`src/rtl/hazard_ctrl_pkg.sv`:
```
// Shared pipeline types for the RV32I hazard controller: forwarding selects,
// hazard FSM states and the bundled stall/flush control word.
package hazard_ctrl_pkg;

  typedef enum logic [1:0] {
    FWD_RF  = 2'b00,
    FWD_WB  = 2'b01,
    FWD_MEM = 2'b10
  } fwd_sel_e;

  typedef enum logic {
    RUN      = 1'b0,
    MDU_WAIT = 1'b1
  } hazard_state_e;

  typedef struct packed {
    logic stall_f;
    logic stall_d;
    logic stall_e;
    logic flush_d;
    logic flush_e;
    logic flush_m;
  } hazard_ctrl_t;

  // A producer matches a consumer only if it writes a non-x0 register.
  function automatic logic src_match(input logic [4:0] rd, input logic we,
                                     input logic [4:0] rs);
    return we && (rd != 5'd0) && (rd == rs);
  endfunction

endpackage

```
`src/rtl/hazard_ctrl_forward_select.sv`:
```
// Per-operand EX forwarding mux select; MEM result has priority over WB.
module forward_select
  import hazard_ctrl_pkg::*;
(
  input  logic [4:0] rs_addr_i,
  input  logic [4:0] rd_m_i,
  input  logic       reg_write_m_i,
  input  logic [4:0] rd_w_i,
  input  logic       reg_write_w_i,
  output fwd_sel_e   fwd_sel_o
);

  always_comb begin
    fwd_sel_o = FWD_RF;
    if (src_match(rd_m_i, reg_write_m_i, rs_addr_i)) begin
      fwd_sel_o = FWD_MEM;
    end else if (src_match(rd_w_i, reg_write_w_i, rs_addr_i)) begin
      fwd_sel_o = FWD_WB;
    end
  end

endmodule

```
`src/rtl/hazard_ctrl.sv`:
```
// Pipeline hazard controller: operand forwarding, load-use stalls, branch
// flushes, multi-cycle MDU sequencing with timeout, and perf counters.
module hazard_ctrl
  import hazard_ctrl_pkg::*;
#(
  parameter int unsigned MDU_TIMEOUT = 64,
  parameter int unsigned CNT_WIDTH   = 32
) (
  input  logic                 clk,
  input  logic                 rst_n,
  input  logic [4:0]           rs1_addr_d_i,
  input  logic [4:0]           rs2_addr_d_i,
  input  logic [4:0]           rs1_addr_e_i,
  input  logic [4:0]           rs2_addr_e_i,
  input  logic [4:0]           rd_addr_e_i,
  input  logic                 is_load_e_i,
  input  logic [4:0]           rd_addr_m_i,
  input  logic                 reg_write_m_i,
  input  logic [4:0]           rd_addr_w_i,
  input  logic                 reg_write_w_i,
  input  logic                 pc_src_e_i,
  input  logic                 mdu_start_e_i,
  input  logic                 mdu_done_i,
  output logic [1:0]           forward_a_e_o,
  output logic [1:0]           forward_b_e_o,
  output logic                 stall_f_o,
  output logic                 stall_d_o,
  output logic                 stall_e_o,
  output logic                 flush_d_o,
  output logic                 flush_e_o,
  output logic                 flush_m_o,
  output logic                 mdu_busy_o,
  output logic                 mdu_timeout_o,
  output logic [CNT_WIDTH-1:0] stall_cycles_o,
  output logic [CNT_WIDTH-1:0] flush_count_o
);

  localparam int unsigned TW = (MDU_TIMEOUT > 1) ? $clog2(MDU_TIMEOUT) : 1;
  localparam logic [TW-1:0] TMO_LAST = TW'(MDU_TIMEOUT - 1);

  hazard_state_e        state_q, state_d;
  logic [TW-1:0]        tmo_cnt_q, tmo_cnt_d;
  logic                 tmo_q, tmo_d;
  logic [CNT_WIDTH-1:0] stall_cnt_q, flush_cnt_q;
  hazard_ctrl_t         ctl, ctl_out;
  fwd_sel_e             fwd_a, fwd_b;
  logic                 lw_stall;

  forward_select u_fwd_a (
    .rs_addr_i     (rs1_addr_e_i),
    .rd_m_i        (rd_addr_m_i),
    .reg_write_m_i (reg_write_m_i),
    .rd_w_i        (rd_addr_w_i),
    .reg_write_w_i (reg_write_w_i),
    .fwd_sel_o     (fwd_a)
  );

  forward_select u_fwd_b (
    .rs_addr_i     (rs2_addr_e_i),
    .rd_m_i        (rd_addr_m_i),
    .reg_write_m_i (reg_write_m_i),
    .rd_w_i        (rd_addr_w_i),
    .reg_write_w_i (reg_write_w_i),
    .fwd_sel_o     (fwd_b)
  );

  assign lw_stall = src_match(rd_addr_e_i, is_load_e_i, rs1_addr_d_i) ||
                    src_match(rd_addr_e_i, is_load_e_i, rs2_addr_d_i);

  always_comb begin
    ctl       = '0;
    state_d   = state_q;
    tmo_cnt_d = tmo_cnt_q;
    tmo_d     = tmo_q;
    unique case (state_q)
      RUN: begin
        if (pc_src_e_i) begin
          ctl.flush_d = 1'b1;
          ctl.flush_e = 1'b1;
        end else if (mdu_start_e_i && !mdu_done_i) begin
          ctl.stall_f = 1'b1;
          ctl.stall_d = 1'b1;
          ctl.stall_e = 1'b1;
          ctl.flush_m = 1'b1;
          state_d     = MDU_WAIT;
          tmo_cnt_d   = '0;
        end else begin
          ctl.stall_f = lw_stall;
          ctl.stall_d = lw_stall;
          ctl.flush_e = lw_stall;
        end
      end
      MDU_WAIT: begin
        tmo_cnt_d = tmo_cnt_q + TW'(1);
        if (mdu_done_i) begin
          state_d = RUN;
        end else if (tmo_cnt_q == TMO_LAST) begin
          state_d = RUN;
          tmo_d   = 1'b1;
        end else begin
          ctl.stall_f = 1'b1;
          ctl.stall_d = 1'b1;
          ctl.stall_e = 1'b1;
          ctl.flush_m = 1'b1;
        end
      end
      default: state_d = RUN;
    endcase
  end

  // Combinational outputs are forced quiet while reset is held.
  assign ctl_out       = rst_n ? ctl : '0;
  assign forward_a_e_o = rst_n ? fwd_a : FWD_RF;
  assign forward_b_e_o = rst_n ? fwd_b : FWD_RF;
  assign stall_f_o     = ctl_out.stall_f;
  assign stall_d_o     = ctl_out.stall_d;
  assign stall_e_o     = ctl_out.stall_e;
  assign flush_d_o     = ctl_out.flush_d;
  assign flush_e_o     = ctl_out.flush_e;
  assign flush_m_o     = ctl_out.flush_m;
  assign mdu_busy_o    = (state_q == MDU_WAIT);
  assign mdu_timeout_o = tmo_q;
  assign stall_cycles_o = stall_cnt_q;
  assign flush_count_o  = flush_cnt_q;

  always_ff @(posedge clk or negedge rst_n) begin
    if (!rst_n) begin
      state_q     <= RUN;
      tmo_cnt_q   <= '0;
      tmo_q       <= 1'b0;
      stall_cnt_q <= '0;
      flush_cnt_q <= '0;
    end else begin
      state_q   <= state_d;
      tmo_cnt_q <= tmo_cnt_d;
      tmo_q     <= tmo_d;
      if (ctl.stall_f && (stall_cnt_q != '1)) begin
        stall_cnt_q <= stall_cnt_q + CNT_WIDTH'(1);
      end
      if (ctl.flush_d && (flush_cnt_q != '1)) begin
        flush_cnt_q <= flush_cnt_q + CNT_WIDTH'(1);
      end
    end
  end

endmodule

```
`config.mk`:
```
export PLATFORM = sky130hd
export DESIGN_NAME = hazard_ctrl
export DESIGN_NICKNAME = d
export VERILOG_FILES = /design/src/rtl/hazard_ctrl_pkg.sv /design/src/rtl/hazard_ctrl_forward_select.sv /design/src/rtl/hazard_ctrl.sv
export SDC_FILE = /design/constraint.sdc
export NUM_CORES = 1
export LEC_CHECK = 0
export ABC_AREA = 1
export CAP_MARGIN = 20
export CORE_ASPECT_RATIO = 1.25
export CORE_MARGIN = 10
export CORE_UTILIZATION = 40
export CTS_BUF_LIST = sky130_fd_sc_hd__clkbuf_2 sky130_fd_sc_hd__clkbuf_4 sky130_fd_sc_hd__clkbuf_8
export CTS_CLUSTER_SIZE = 24
export DETAILED_ROUTE_END_ITERATION = 16
export PLACE_DENSITY_LB_ADDON = 0.05
export SYNTH_ARGS = -nofsm -noshare
export SYNTH_HDL_FRONTEND = slang
export SYNTH_HIERARCHICAL = 1
export SYNTH_SLANG_ARGS = --single-unit
```
`constraint.sdc`:
```
create_clock -name clk -period 1.85 [get_ports clk]
set_clock_uncertainty 0.2 [all_clocks]
set_input_delay 0.185 -clock clk [delete_from_list [all_inputs] [get_ports clk]]
set_output_delay 0.185 -clock clk [all_outputs]
set_load 0.05 [all_outputs]
```
==> out/metrics.yaml <==
cts:
  cts_max_path_buffers: 2
  htreeDepth: 3
  clk_pin_slew_ns: 0.08
  cts_tree: "yes"
  cts.sinks: 72
  clock_latency_ns: 0.36
  cts_buffers: 9
  cts_root_buffer: "clkbuf_8"
power:
  ir_drop_uv: 641
  clkPwrFrac_pct: 22.5
  swShare_pct: 40.3
  switchingPower_uw: 2400
  pwr-share-comb_pct: 43.5
  p_total_uw: 5970
  powerDensity_nw_per_um2: 724
  p_leak_uw: 0.00422
  power_frac_seq_pct: 34.0
  p_int_uw: 3560
synth:
  yosys_warnings: 6
  ys_ff_latch: 72
  synth_seq_area_share_pct: 34.1
  postSynthAreaPerCell_um2: 6.44
  synthCells: 821
  synth_nets: 867
  synth_area_um2: 5290
  ys_types: 31
layout:
  final_common_cell: "nand2_1"
  final_cell_mix: "nand2_1 (326), buf_4 (174), nor2_1 (102), inv_1 (58), dfrtp_1 (44)"
  final_layout_size_suffix_gt1_share_pct: 31.6
  nNetsFinal: 1105
  synthToLayoutAreaGrowth_pct: 55.8
  final_util_pct: 64.2
  fill_cells: 1181
  antenna_cells: 0
worst_setup_path:
  required_ns: 1.46
  cp_cell_sequence: "ha_2 > nand2_2 > inv_2 > nand2_4 > o21ai_4 > a21oi_4 > nand2_4 > nor2_4 > buf_12"
  cp-end-kind: "output port"
  path_max_fanout: 2
  path_class: "reg2out"
  cp_num_buf_inv: 2
  slowest_stage: "dfrtp_1"
  arrival_ns: 1.72
  slowest_delay_ns: 0.39
  cp-start-kind: "register"
  crit_top_cell: "nand2_4"
  crit_family: "flip-flops"
sta:
  fin_crit_sh_pct: 114
  grt_setup_unrepaired: "yes"
  setup-tns-final_ns: -7.32
  tightest_slew_ns: 0.976
  maxSlewHeadroom_pct: 34.9
  max_clock_freq_ghz: 0.476
  drv_slew: 0
  fin_ws_ns: -0.250
  min_period_ns: 2.10
  hold_viol_final: 0
  setup_viol: 37
floorplanning:
  row_count: 46
  die_h_um: 149
  die_w_um: 123
  start_util_pct: 41.2
  coreArea_um2: 12800
  die_area_um2: 18200
  io_pins: 119
outcome:
  violations: "negative setup slack"
  status: "finished with violations"
drt:
  drc: 0
  vias: 6061
  drtIter0Drc: 295
  drt-total-wl_um: 19000
  firstDrtPassIters: 6
  via_per_inst: 4.92
  ant_nets: 0
  wl_per_cell_um: 15.4
global_route:
  track_usage_pct: 20.0
  grt.overflow.total: 0
  grt_pass1_vias: 6156
  antenna_found_initial: 0
  grt_first_pass_wirelength_um: 29500
  grt_max_degree: 56
placement:
  dpl.hpwl_um: 13800
  place.port_buffers: 118
  place.gp.congestion: 0.900
worst_hold_path:
  hold_class: "in2async"
run:
  maxCapViolCount: 0
==> per-layer routing <==
layer  GRT usage, %  vias up  part of all wire, %
li1               -     3060                    -
met1           21.6     2807                   38
met5              0        -                    0
met4           7.73        0                  2.4
met2           37.7      162                   54
met3           2.77       32                  4.8
==> power groups by stage <==
stage / Combinational, uW / Clock, uW / Sequential [uW]
3_3_place_gp: 2220 / 0 / 2050
5_1_grt: 2780 / 1420 / 2060
6_report: 2590 / 1340 / 2030
2_1_floorplan: 843 / 0 / 2560
3_5_place_dp: 2260 / 0 / 2060
4_1_cts: 2450 / 1370 / 2030
==> Yosys cell counts, drive strengths merged <==
library cell	n	area [um2]
a21boi	3	22.5
a21oi	8	51.3
a22o	1	8.76
a31oi	1	6.26
a41o	1	10.0
buf	16	119
clkbuf	4	15.0
dfrtp	72	1800
ha	3	37.5
inv	75	282
nand2	347	1310
nand3	27	155
nand3b	17	128
nand4	37	231
nor2	129	514
nor3	14	75.1
o21ai	15	75.1
o22ai	1	6.26
o31ai	1	7.51
xnor2	14	123
xor2	35	307
==> metrics by stage <==
stage	setup WS [ns]	hold WS (ns)	instance area, um2	cells
after floorplan	-0.299	-0.311	5560	821
after global placement	-0.194	-0.0849	7510	1185
after detailed placement	-0.259	-0.0831	7510	1185
after CTS	-0.258	0.281	7970	1221
after global routing	-0.338	0.118	8240	1232
final	-0.250	0.0312	8240	1232
==> flip-flops by register name, summed over array words and instances (netlist names) <==
name,count
flush_count_o,32
stall_cycles_o,32
tmo_cnt_q,6
mdu_busy_o,1
mdu_timeout_o,1
==> cell type report <==
class	instances	area (um2)	area share, %
Multi-Input combinational cell	654	3380	41.0
Clock buffer	11	151	1.84
Clock inverter	5	55.1	0.668
Sequential cell	72	1840	22.3
Tap cell	168	210	2.55
Inverter	75	287	3.48
Timing Repair Buffer	247	2320	28.2
==> repair_timing <==
action	4_1_cts	5_1_grt
endpoints found under the hold margin	72	0
pin swaps	21	11
setup buffers	15	7
hold buffers	1	0
endpoints found under the setup margin	45	77
resized for setup	43	45
cloned	4	4
==> worst paths after layout <==
check / slack (ns) / cells after the start / to / startpoint
max in group asynchronous: 0.58 / 3 / stall_cycles_o[9]$_DFFE_PN0P_ / rst_n
worst min-delay path: 0.03 / 2 / flush_count_o[5]$_DFFE_PN0P_ / rst_n
worst max-delay path: -0.25 / 9 / stall_d_o / tmo_cnt_q[1]$_DFFE_PN0P_
worst min register to register: 0.28 / 1 / mdu_timeout_o$_DFFE_PN0P_ / mdu_timeout_o$_DFFE_PN0P_
worst max register to register: -0.23 / 13 / stall_cycles_o[26]$_DFFE_PN0P_ / tmo_cnt_q[1]$_DFFE_PN0P_
min in group clk: 0.28 / 1 / mdu_timeout_o$_DFFE_PN0P_ / mdu_timeout_o$_DFFE_PN0P_
==> logic make-up (layout without fill, tap and decap cells) <==
family	Yosys count	after routing	synth area share (%)
AOI/OAI and AO/OA	31	31	3.55
DFF	72	72	34.1
buffers and inverters	95	338	7.86
adders and majority gates	3	3	0.710
xor gates and xnor gates	49	49	8.12
and+or+nand+nor	571	571	45.7
Power figures use the tool's default switching activity.
